`config.mk`:
```
export PLATFORM = sky130hd
export DESIGN_NAME = nrs_ls_estimator
export DESIGN_NICKNAME = d
export VERILOG_FILES = /design/src/rtl/nrs_ls_estimator.sv
export SDC_FILE = /design/constraint.sdc
export NUM_CORES = 1
export LEC_CHECK = 0
export BUFFER_PORTS_ARGS = -buffer_cell sky130_fd_sc_hd__buf_2
export CAP_MARGIN = 10
export CORE_AREA = 4 4 91 93
export CTS_CLUSTER_DIAMETER = 30
export CTS_CLUSTER_SIZE = 12
export DETAILED_ROUTE_END_ITERATION = 6
export DIE_AREA = 0 0 95 97
export PLACE_DENSITY = 0.92
export SLEW_MARGIN = 0
export SYNTH_ARGS = -nofsm -noshare
export SYNTH_HDL_FRONTEND = slang
export SYNTH_SLANG_ARGS = --single-unit
```
`constraint.sdc`:
```
create_clock -name clk -period 5.8 [get_ports clk]
set_clock_uncertainty 0.1 [all_clocks]
set_input_delay 0.58 -clock clk [delete_from_list [all_inputs] [get_ports clk]]
set_output_delay 0.58 -clock clk [all_outputs]
set_load 0.05 [all_outputs]
```
`src/rtl/nrs_ls_estimator.sv`:
```
`default_nettype none
// ============================================================================
// Module      : nrs_ls_estimator
// Description : Least-squares channel estimator for a stream of received NRS
//               resource elements. Two-stage pipeline with a slot-control FSM.
// Revision    : 1.0 - initial release
// ============================================================================
module nrs_ls_estimator #(
    parameter int WIDTH_REG     = 16,
    parameter int LINES         = $clog2(WIDTH_REG),
    parameter int NRS_WIDTH_R_I = 16,
    parameter int IQ_WIDTH      = 12
) (
    input  logic                       clk,
    input  logic                       rst,
    input  logic                       slot_start,
    input  logic                       nrs_ready,
    input  logic                       in_valid,
    output logic                       in_ready,
    input  logic signed [IQ_WIDTH-1:0] in_re,
    input  logic signed [IQ_WIDTH-1:0] in_im,
    output logic [LINES-1:0]           rd_addr_est,
    input  logic [NRS_WIDTH_R_I-1:0]   nrs_est,
    output logic                       out_valid,
    output logic signed [IQ_WIDTH:0]   h_re,
    output logic signed [IQ_WIDTH:0]   h_im,
    output logic [LINES-1:0]           out_idx,
    output logic                       slot_done,
    output logic                       overflow
);

    localparam int              OW       = IQ_WIDTH + 1;
    localparam logic [LINES-1:0] LAST_IDX = LINES'(WIDTH_REG - 1);

    typedef enum logic [1:0] {
        ST_IDLE     = 2'd0,
        ST_WAIT_RDY = 2'd1,
        ST_RUN      = 2'd2,
        ST_DONE     = 2'd3
    } state_t;

    state_t                    state_q,     state_d;
    logic [LINES-1:0]          cnt_q,       cnt_d;
    logic                      overflow_q,  overflow_d;
    logic                      in_ready_q,  in_ready_d;
    logic                      s1_valid_q,  s1_valid_d;
    logic signed [IQ_WIDTH-1:0] s1_re_q,    s1_re_d;
    logic signed [IQ_WIDTH-1:0] s1_im_q,    s1_im_d;
    logic [LINES-1:0]          s1_idx_q,    s1_idx_d;
    logic                      out_valid_q, out_valid_d;
    logic signed [OW-1:0]      h_re_q,      h_re_d;
    logic signed [OW-1:0]      h_im_q,      h_im_d;
    logic [LINES-1:0]          out_idx_q,   out_idx_d;
    logic                      slot_done_q, slot_done_d;

    logic                      w_accept;
    logic                      w_sr_neg;
    logic                      w_si_neg;
    logic signed [OW-1:0]      w_re_x;
    logic signed [OW-1:0]      w_im_x;
    logic signed [OW-1:0]      w_re_sr;
    logic signed [OW-1:0]      w_im_sr;
    logic signed [OW-1:0]      w_re_si;
    logic signed [OW-1:0]      w_im_si;
    logic                      unused_nrs_bits;

    // slot_start wins over a coincident sample, so it blocks acceptance
    assign w_accept = in_valid & in_ready_q & ~slot_start;

    // Only the sign bit of each NRS half matters for a QPSK reference
    assign w_sr_neg        = nrs_est[NRS_WIDTH_R_I-1];
    assign w_si_neg        = nrs_est[NRS_WIDTH_R_I/2-1];
    assign unused_nrs_bits = ^nrs_est;

    assign w_re_x  = {s1_re_q[IQ_WIDTH-1], s1_re_q};
    assign w_im_x  = {s1_im_q[IQ_WIDTH-1], s1_im_q};
    assign w_re_sr = w_sr_neg ? -w_re_x : w_re_x;
    assign w_im_sr = w_sr_neg ? -w_im_x : w_im_x;
    assign w_re_si = w_si_neg ? -w_re_x : w_re_x;
    assign w_im_si = w_si_neg ? -w_im_x : w_im_x;

    always_comb begin
        state_d     = state_q;
        cnt_d       = cnt_q;
        overflow_d  = overflow_q;
        s1_valid_d  = 1'b0;
        s1_re_d     = s1_re_q;
        s1_im_d     = s1_im_q;
        s1_idx_d    = s1_idx_q;
        out_valid_d = 1'b0;
        slot_done_d = 1'b0;
        h_re_d      = h_re_q;
        h_im_d      = h_im_q;
        out_idx_d   = out_idx_q;

        if (slot_start) begin
            cnt_d      = '0;
            overflow_d = 1'b0;
            state_d    = nrs_ready ? ST_RUN : ST_WAIT_RDY;
        end else begin
            case (state_q)
                ST_IDLE: ;
                ST_WAIT_RDY: begin
                    if (nrs_ready) state_d = ST_RUN;
                end
                ST_RUN: begin
                    if (w_accept) begin
                        if (cnt_q == LAST_IDX) begin
                            cnt_d   = '0;
                            state_d = ST_DONE;
                        end else begin
                            cnt_d = cnt_q + LINES'(1);
                        end
                    end
                end
                ST_DONE: begin
                    if (in_valid) overflow_d = 1'b1;
                end
                default: state_d = ST_IDLE;
            endcase

            if (w_accept) begin
                s1_valid_d = 1'b1;
                s1_re_d    = in_re;
                s1_im_d    = in_im;
                s1_idx_d   = cnt_q;
            end

            // A stage-1 entry is discarded when a new slot starts underneath it
            if (s1_valid_q) begin
                out_valid_d = 1'b1;
                h_re_d      = w_re_sr + w_im_si;
                h_im_d      = w_im_sr - w_re_si;
                out_idx_d   = s1_idx_q;
                slot_done_d = (s1_idx_q == LAST_IDX);
            end
        end

        in_ready_d = (state_d == ST_RUN);
    end

    always_ff @(posedge clk or negedge rst) begin
        if (!rst) begin
            state_q     <= ST_IDLE;
            cnt_q       <= '0;
            overflow_q  <= 1'b0;
            in_ready_q  <= 1'b0;
            s1_valid_q  <= 1'b0;
            s1_re_q     <= '0;
            s1_im_q     <= '0;
            s1_idx_q    <= '0;
            out_valid_q <= 1'b0;
            h_re_q      <= '0;
            h_im_q      <= '0;
            out_idx_q   <= '0;
            slot_done_q <= 1'b0;
        end else begin
            state_q     <= state_d;
            cnt_q       <= cnt_d;
            overflow_q  <= overflow_d;
            in_ready_q  <= in_ready_d;
            s1_valid_q  <= s1_valid_d;
            s1_re_q     <= s1_re_d;
            s1_im_q     <= s1_im_d;
            s1_idx_q    <= s1_idx_d;
            out_valid_q <= out_valid_d;
            h_re_q      <= h_re_d;
            h_im_q      <= h_im_d;
            out_idx_q   <= out_idx_d;
            slot_done_q <= slot_done_d;
        end
    end

    assign in_ready    = in_ready_q;
    assign rd_addr_est = s1_idx_q;
    assign out_valid   = out_valid_q;
    assign h_re        = h_re_q;
    assign h_im        = h_im_q;
    assign out_idx     = out_idx_q;
    assign slot_done   = slot_done_q;
    assign overflow    = overflow_q;

endmodule
`default_nettype wire
```
==> results of run 1 <==
==> cell families (layout without fill, tap and decap cells) <==
family                   count (synthesis)  count (layout)  share of synthesized area (%)
AND/OR/NAND/NOR                        216             216                           21.0
AO/OA/AOI/OAI                          102             102                           14.5
flip-flops                              68              68                           38.1
XOR/XNOR                                63              63                           12.4
buffers and inverters                   39             103                           3.53
adder cells (fa/ha/maj)                 32              32                           9.30
multiplexers                             5               5                           1.21
==> layer usage <==
metal | up-vias | part of all wire [%] | GRT usage [%]
li1 | 1878 | - | -
met1 | 1792 | 45 | 32.5
met2 | 120 | 48 | 36.9
met3 | 19 | 4.8 | 3.65
met4 | 0 | 1.8 | 7.77
met5 | - | 0 | 0
==> cells in the final DEF, fill, tap and decap left out, types with 4 or more instances in the layout <==
| master | Yosys | final |
|---|---|---|
| nand3_1 | 4 | 4 |
| nand4_1 | 5 | 5 |
| xnor2_1 | 43 | 43 |
| o21ai_0 | 41 | 41 |
| buf_2 | 0 | 68 |
| nor3_1 | 7 | 7 |
| dfrtp_1 | 68 | 68 |
| ha_1 | 30 | 30 |
| nand2_1 | 148 | 148 |
| o21a_1 | 9 | 9 |
| xor2_1 | 20 | 20 |
| clkbuf_8 | 0 | 9 |
| nand2b_1 | 6 | 6 |
| a211oi_1 | 5 | 5 |
| a21o_1 | 6 | 6 |
| a21oi_1 | 16 | 16 |
| o31ai_1 | 6 | 6 |
| or3_1 | 12 | 12 |
| inv_1 | 16 | 16 |
| inv_6 | 0 | 4 |
| nor2_1 | 19 | 19 |
==> flip-flops by register name (all words and copies together), names as in the netlist <==
name         cells
cnt_q            4
h_im            12
h_re            13
in_ready         1
out_idx          4
out_valid        1
overflow         1
rd_addr_est      4
s1_im_q         12
s1_re_q         12
s1_valid_q       1
slot_done        1
state_q          2
==> synthesized netlist by cell type (all sizes together) (2+ instances only) <==
master	instances
nand2	148
dfrtp	68
xnor2	43
o21ai	42
ha	30
xor2	20
nor2	19
a21oi	16
clkbuf	16
inv	16
or3	12
o21a	9
buf	7
nor3	7
o31ai	7
a21o	6
nand2b	6
a211oi	5
nand4	5
nand3	4
or4	4
a31o	3
mux2	3
nor2b	3
o21bai	3
a2111oi	2
a31oi	2
and3	2
fa	2
mux2i	2
or2	2
==> cell type report <==
| cell class | count | area [um^2] |
|---|---|---|
| Clock buffer | 9 | 124 |
| Timing Repair Buffer | 71 | 363 |
| Tap cell | 102 | 128 |
| Multi-Input combinational cell | 418 | 2610 |
| Clock inverter | 7 | 81.3 |
| Fill cell | 611 | 2460 |
| Inverter | 16 | 60.1 |
| Sequential cell | 68 | 1700 |
==> per-stage QoR <==
stage                     std cells  hold WS, ps  setup WS [ps]  utilization (%)  area (um^2)
after floorplan                 525          184           2390                -         4460
after global placement          675          352           2170             64.5         4860
after detailed placement        675          363           2140             64.5         4860
after CTS                       691          306           2120             67.3         5060
after global routing            691          311           1900             67.3         5060
final                           691          306           2110             67.3         5060
==> worst paths after layout <==
path / endpoint / depth (start not counted) / slack, ps / start
max: h_im[12] / 12 / 2110 / s1_re_q[2]
min: h_re[0] / 2 / 310 / rst
max reg2reg: h_im[12] / 12 / 2110 / s1_re_q[2]
min reg2reg: h_re[3] / 2 / 380 / h_re[3]
max in group asynchronous: s1_re_q[10] / 2 / 4760 / rst
min in group clk: s1_im_q[10] / 3 / 310 / in_im[10]
==> results.tsv, run 1 <==
stage	metric	value	unit
worst_setup_path	Crit Path Category	register to register	
worst_setup_path	Worst path most repeated cell	or3_1	
worst_setup_path	CP Cell Sequence	or3_1 > or2_1 > or4_1 > or3_1 > nand2_1 > xor2_1 > ha_1 > and4_1 > and3_1 > a221oi_1 > xnor2_1 > o21ai_1	
cells_and_area	layout cells sized above 1	16.6	%
cells_and_area	area grow syn2layout	13.4	%
clocking	clock insertion delay at the later pin of the skew report	360	ps
place	# port buffers	68	
clocking	post-CTS sizing	0	
routing	DRC Markers	0	
yosys	Synth Instances	525	
routing	via count	3809	
run_status	status	finished, final reports clean	
yosys	top-area cell type share of the netlist area	38.1	%
floorplan	io pins	83	
sta	RSZ-0062 raised after global routing	no	
sta	Final Setup Violations	0	
cells_and_area	number of diodes	0	
yosys	syn_nets	602	
worst_setup_path	signal arrival time at the worst endpoint	3820	ps
yosys	main flop type after synthesis	dfrtp_1	
clocking	hold_buf cts	0	
clocking	CTS tree	done	
floorplan	Die Ht	97	um
sta	Fmax	271	MHz
routing	antenna-violating nets left	0	
sta	Slew headroom	41.0	%
global_route	global-route wire length before repair	17200	um
routing	total iterations of the first detailed-routing run	6	
worst_setup_path	Largest delay share family, worst path	simple AND/OR/NAND/NOR gates	
yosys	register bit total from synthesis	68	
floorplan	Core Area	7530	um^2
sta	max-slew violation count	0	
clocking	CTS buffer count	9	
yosys	sequential cell area fraction in the yosys report	38.1	%
clocking	clock tree buffer depth	2	
routing	wire length per cell	14.7	um
sta	final hold violation count	0	
worst_hold_path	Hold WC Path Type	input pin to async pin	
worst_setup_path	Crit. End Element	register	
clocking	clk root buf	clkbuf_8	
place	DP HPWL	7660	um
global_route	gr usage total	23.3	%
global_route	initial antenna violation count	0	
yosys	Synth cell types	48	
global_route	vias in the first global route	3724	
yosys	Synth Cell Area	4460	um^2
clocking	CTS H-tree lvls	3	
yosys	Post-synth EDFFs	0	
clocking	Sinks on Clock Net	68	
yosys	Yosys top cell by area	dfrtp_1	
floorplan	Starting Density	59.3	%
sta	min cycle time layout	3690	ps
sta	final cycle utilization of the critical path	63.7	%
floorplan	die span in x	95	um
routing	1st-iter DRT viols	164	
sta	Slew @ Worst Pin	862	ps
yosys	syn avg cell area	8.50	um^2
yosys	top post-synthesis cells by area	dfrtp_1 38%, nand2_1 12%, xnor2_1 8.4%	
routing	DR vias/cell	5.51	
worst_setup_path	Worst path slowest cell	dfrtp_1	
worst_setup_path	Worst EP required	5930	ps
yosys	Ys Warns	0	
sta	setup TNS	0	ps
floorplan	Die ar.	9220	um^2
flow_run	maxcap violations	0	
worst_setup_path	Worst path max stage delay	460	ps
worst_setup_path	CP Launch Type	register	
worst_setup_path	CP bufs+invs	0	
clocking	Post-CTS Setup Inserts	0	
clocking	clk slew on worst S/H paths	80	ps
cells_and_area	Nets	661	
global_route	Congestion Overflow GR	0	
floorplan	site row count	32	
worst_setup_path	crit path max fanout	6	
routing	final WL	10100	um
yosys	FFs w/ async S/R, synth	100	%
place	GPL Wtd Cong	0.917	
global_route	largest net degree at the start of global routing	69	
Power of run 1 is left out: the tool's default activity adds up to more than one toggle a clock period on the data nets, which glitch-free logic cannot reach.
==> run 2, diff against run 1 <==
--- a/config.mk
+++ b/config.mk
@@ -7,12 +7,12 @@
 export LEC_CHECK = 0
 export BUFFER_PORTS_ARGS = -buffer_cell sky130_fd_sc_hd__buf_2
 export CAP_MARGIN = 10
-export CORE_AREA = 4 4 91 93
+export CORE_AREA = 4 4 99 101
 export CTS_CLUSTER_DIAMETER = 30
 export CTS_CLUSTER_SIZE = 12
 export DETAILED_ROUTE_END_ITERATION = 6
-export DIE_AREA = 0 0 95 97
-export PLACE_DENSITY = 0.92
+export DIE_AREA = 0 0 103 105
+export PLACE_DENSITY = 0.83
 export SLEW_MARGIN = 0
 export SYNTH_ARGS = -nofsm -noshare
 export SYNTH_HDL_FRONTEND = slang
==> constraint.sdc (replaced) <==
create_clock -name clk -period 3.05 [get_ports clk]
set_clock_uncertainty 0.1 [all_clocks]
set_input_delay 0.305 -clock clk [delete_from_list [all_inputs] [get_ports clk]]
set_output_delay 0.305 -clock clk [all_outputs]
set_load 0.05 [all_outputs]
==> run 2 against run 1 <==
The flow now finishes with violations (negative setup slack). Worst hold slack got worse by 270 ps. Core utilization fell by 5.5 points. Critical path type unchanged. Design area rose by 10%. Critical path depth rose by 1. Highest routed layer unchanged. Clock-buffer cell count did not move.
==> results.tsv, run 2 (synthesis results as in run 1) <==
stage	metric	value	unit
cells_and_area	Nets	705	
place	DP HPWL	8370	um
clocking	clock insertion delay at the later pin of the skew report	360	ps
sta	max-slew violation count	0	
global_route	vias in the first global route	3889	
clocking	clock tree buffer depth	2	
cells_and_area	area grow syn2layout	24.7	%
global_route	Most Crowded Layer GR	met2	
cells_and_area	Util after Layout	61.7	%
floorplan	Starting Density	49.5	%
routing	DRC Markers	0	
cells_and_area	most frequent cells in the layout	144 x nand2_1, 68 x dfrtp_1, 68 x buf_2	
routing	wire length per cell	14.9	um
cells_and_area	max FFs per register	13	
floorplan	site row count	35	
cells_and_area	layout cells sized above 1	26.9	%
sta	final hold violation count	0	
clocking	CTS buffer count	9	
floorplan	Die ar.	10800	um^2
floorplan	Core Area	9020	um^2
routing	total iterations of the first detailed-routing run	4	
run_status	status	finished, violations left	
global_route	GR Util met1	29.2	%
worst_setup_path	Crit Path Category	register to register	
worst_setup_path	crit path max fanout	3	
floorplan	Die Ht	105	um
sta	RSZ-0062 raised after global routing	yes	
place	placed cell count	720	
global_route	initial antenna violation count	0	
global_route	grt met3 use	4.14	%
routing	antenna-violating nets left	0	
sta	Final Setup Violations	8	
run_status	failing checks	negative setup slack	
floorplan	die span in x	103	um
cells_and_area	most common cell after layout, fill and taps aside	nand2_1	
worst_hold_path	critical hold path startpoint	in_im[3]	
global_route	gr usage total	20.8	%
worst_setup_path	Worst EP required	3180	ps
floorplan	io pins	83	
worst_setup_path	r2r startpoint	s1_re_q[0]	
cells_and_area	Post-Layout Cell Count	744	
clocking	clk slew on worst S/H paths	80	ps
cells_and_area	number of diodes	0	
flow_run	maxcap violations	0	
sta	fin worst setup slack	-299	ps
place	# port buffers	68	
worst_hold_path	Hold WC Path Type	input pin to register	
worst_setup_path	Crit. End Element	register	
clocking	CTS tree	done	
routing	via count	3972	
routing	final WL	11100	um
global_route	global-route wire length before repair	18100	um
global_route	GRT met2 Usage	31.9	%
sta	min cycle time layout	3350	ps
cells_and_area	# fillers	742	
clocking	CTS H-tree lvls	3	
clocking	Sinks on Clock Net	68	
clocking	clk root buf	clkbuf_8	
worst_setup_path	worst setup path startpoint	s1_re_q[0]	
place	GPL Wtd Cong	0.975	
sta	Slew @ Worst Pin	807	ps
routing	DR vias/cell	5.34	
global_route	largest net degree at the start of global routing	37	
routing	1st-iter DRT viols	295	
worst_setup_path	CP Launch Type	register	
sta	final cycle utilization of the critical path	110	%
sta	setup TNS	-1880	ps
sta	Slew headroom	46.1	%
worst_setup_path	signal arrival time at the worst endpoint	3470	ps
global_route	Congestion Overflow GR	0	
sta	Fmax	299	MHz
-- run 2: cell count changes in the layout (fill, tap and decap cells not counted), sizes merged --
cell	change
inv	-3
clkinv	+2
clkinvlp	+1
buf	+43
dlygate4sd3	+1
-- run 2: layer usage --
layer | wire [um] | up-vias
li1 | - | 1975
met1 | 5030 | 1840
met2 | 5050 | 131
met3 | 674 | 26
met4 | 293 | 0
met5 | 0 | -
-- run 2: layout make-up --
type | instances | area (um^2) | area share [%]
tap | 111 | 139 | 2.49
multi-input combinational | 418 | 2770 | 49.7
timing repair buffer | 115 | 699 | 12.6
inverter | 16 | 60.1 | 1.08
clock inverter | 7 | 76.3 | 1.37
sequential | 68 | 1700 | 30.6
clock buffer | 9 | 124 | 2.22
-- run 2: metrics by stage --
stage / instance area (um^2) / hold slack, ps / setup slack [ps]
floorplan: 4480 / -90.6 / -289
global placement: 5160 / 257 / -335
detailed placement: 5160 / 266 / -406
CTS: 5440 / 29.6 / -293
global route: 5570 / 28.1 / -439
finish: 5570 / 39.9 / -299
-- run 2: worst paths after layout --
check / end / slack [ps] / depth (start not counted)
worst min register to register: h_re[6] / 380 / 2
worst max-delay path: h_re[12] / -300 / 13
max in group asynchronous: h_re[11] / 2070 / 3
min in group asynchronous: state_q[1] / 420 / 3
worst max register to register: h_re[12] / -300 / 13
worst min-delay path: s1_im_q[3] / 40 / 3
-- run 2: worst max-delay path, cell delays in order (launching register included) --
cell      delay, ps
dfrtp_1         390
or3_4           390
or2_4           240
or4_4           420
or3_4           360
nand2_2          70
xnor2_1         130
ha_1            290
inv_1            90
o21bai_1         90
a21o_1          200
a211oi_2        240
xnor2_1         140
o21ai_1          80
-- run 2: what timing repair did --
item / 4_1_cts / 5_1_grt
pin swaps: 16 / 16
resized for setup: 15 / 22
cloned: 0 / 0
hold buffers: 1 / 0
setup buffers: 4 / 3
hold endpoints to repair: 68 / 0
setup endpoints to repair: 10 / 13
Power of run 2 is left out for the same reason.
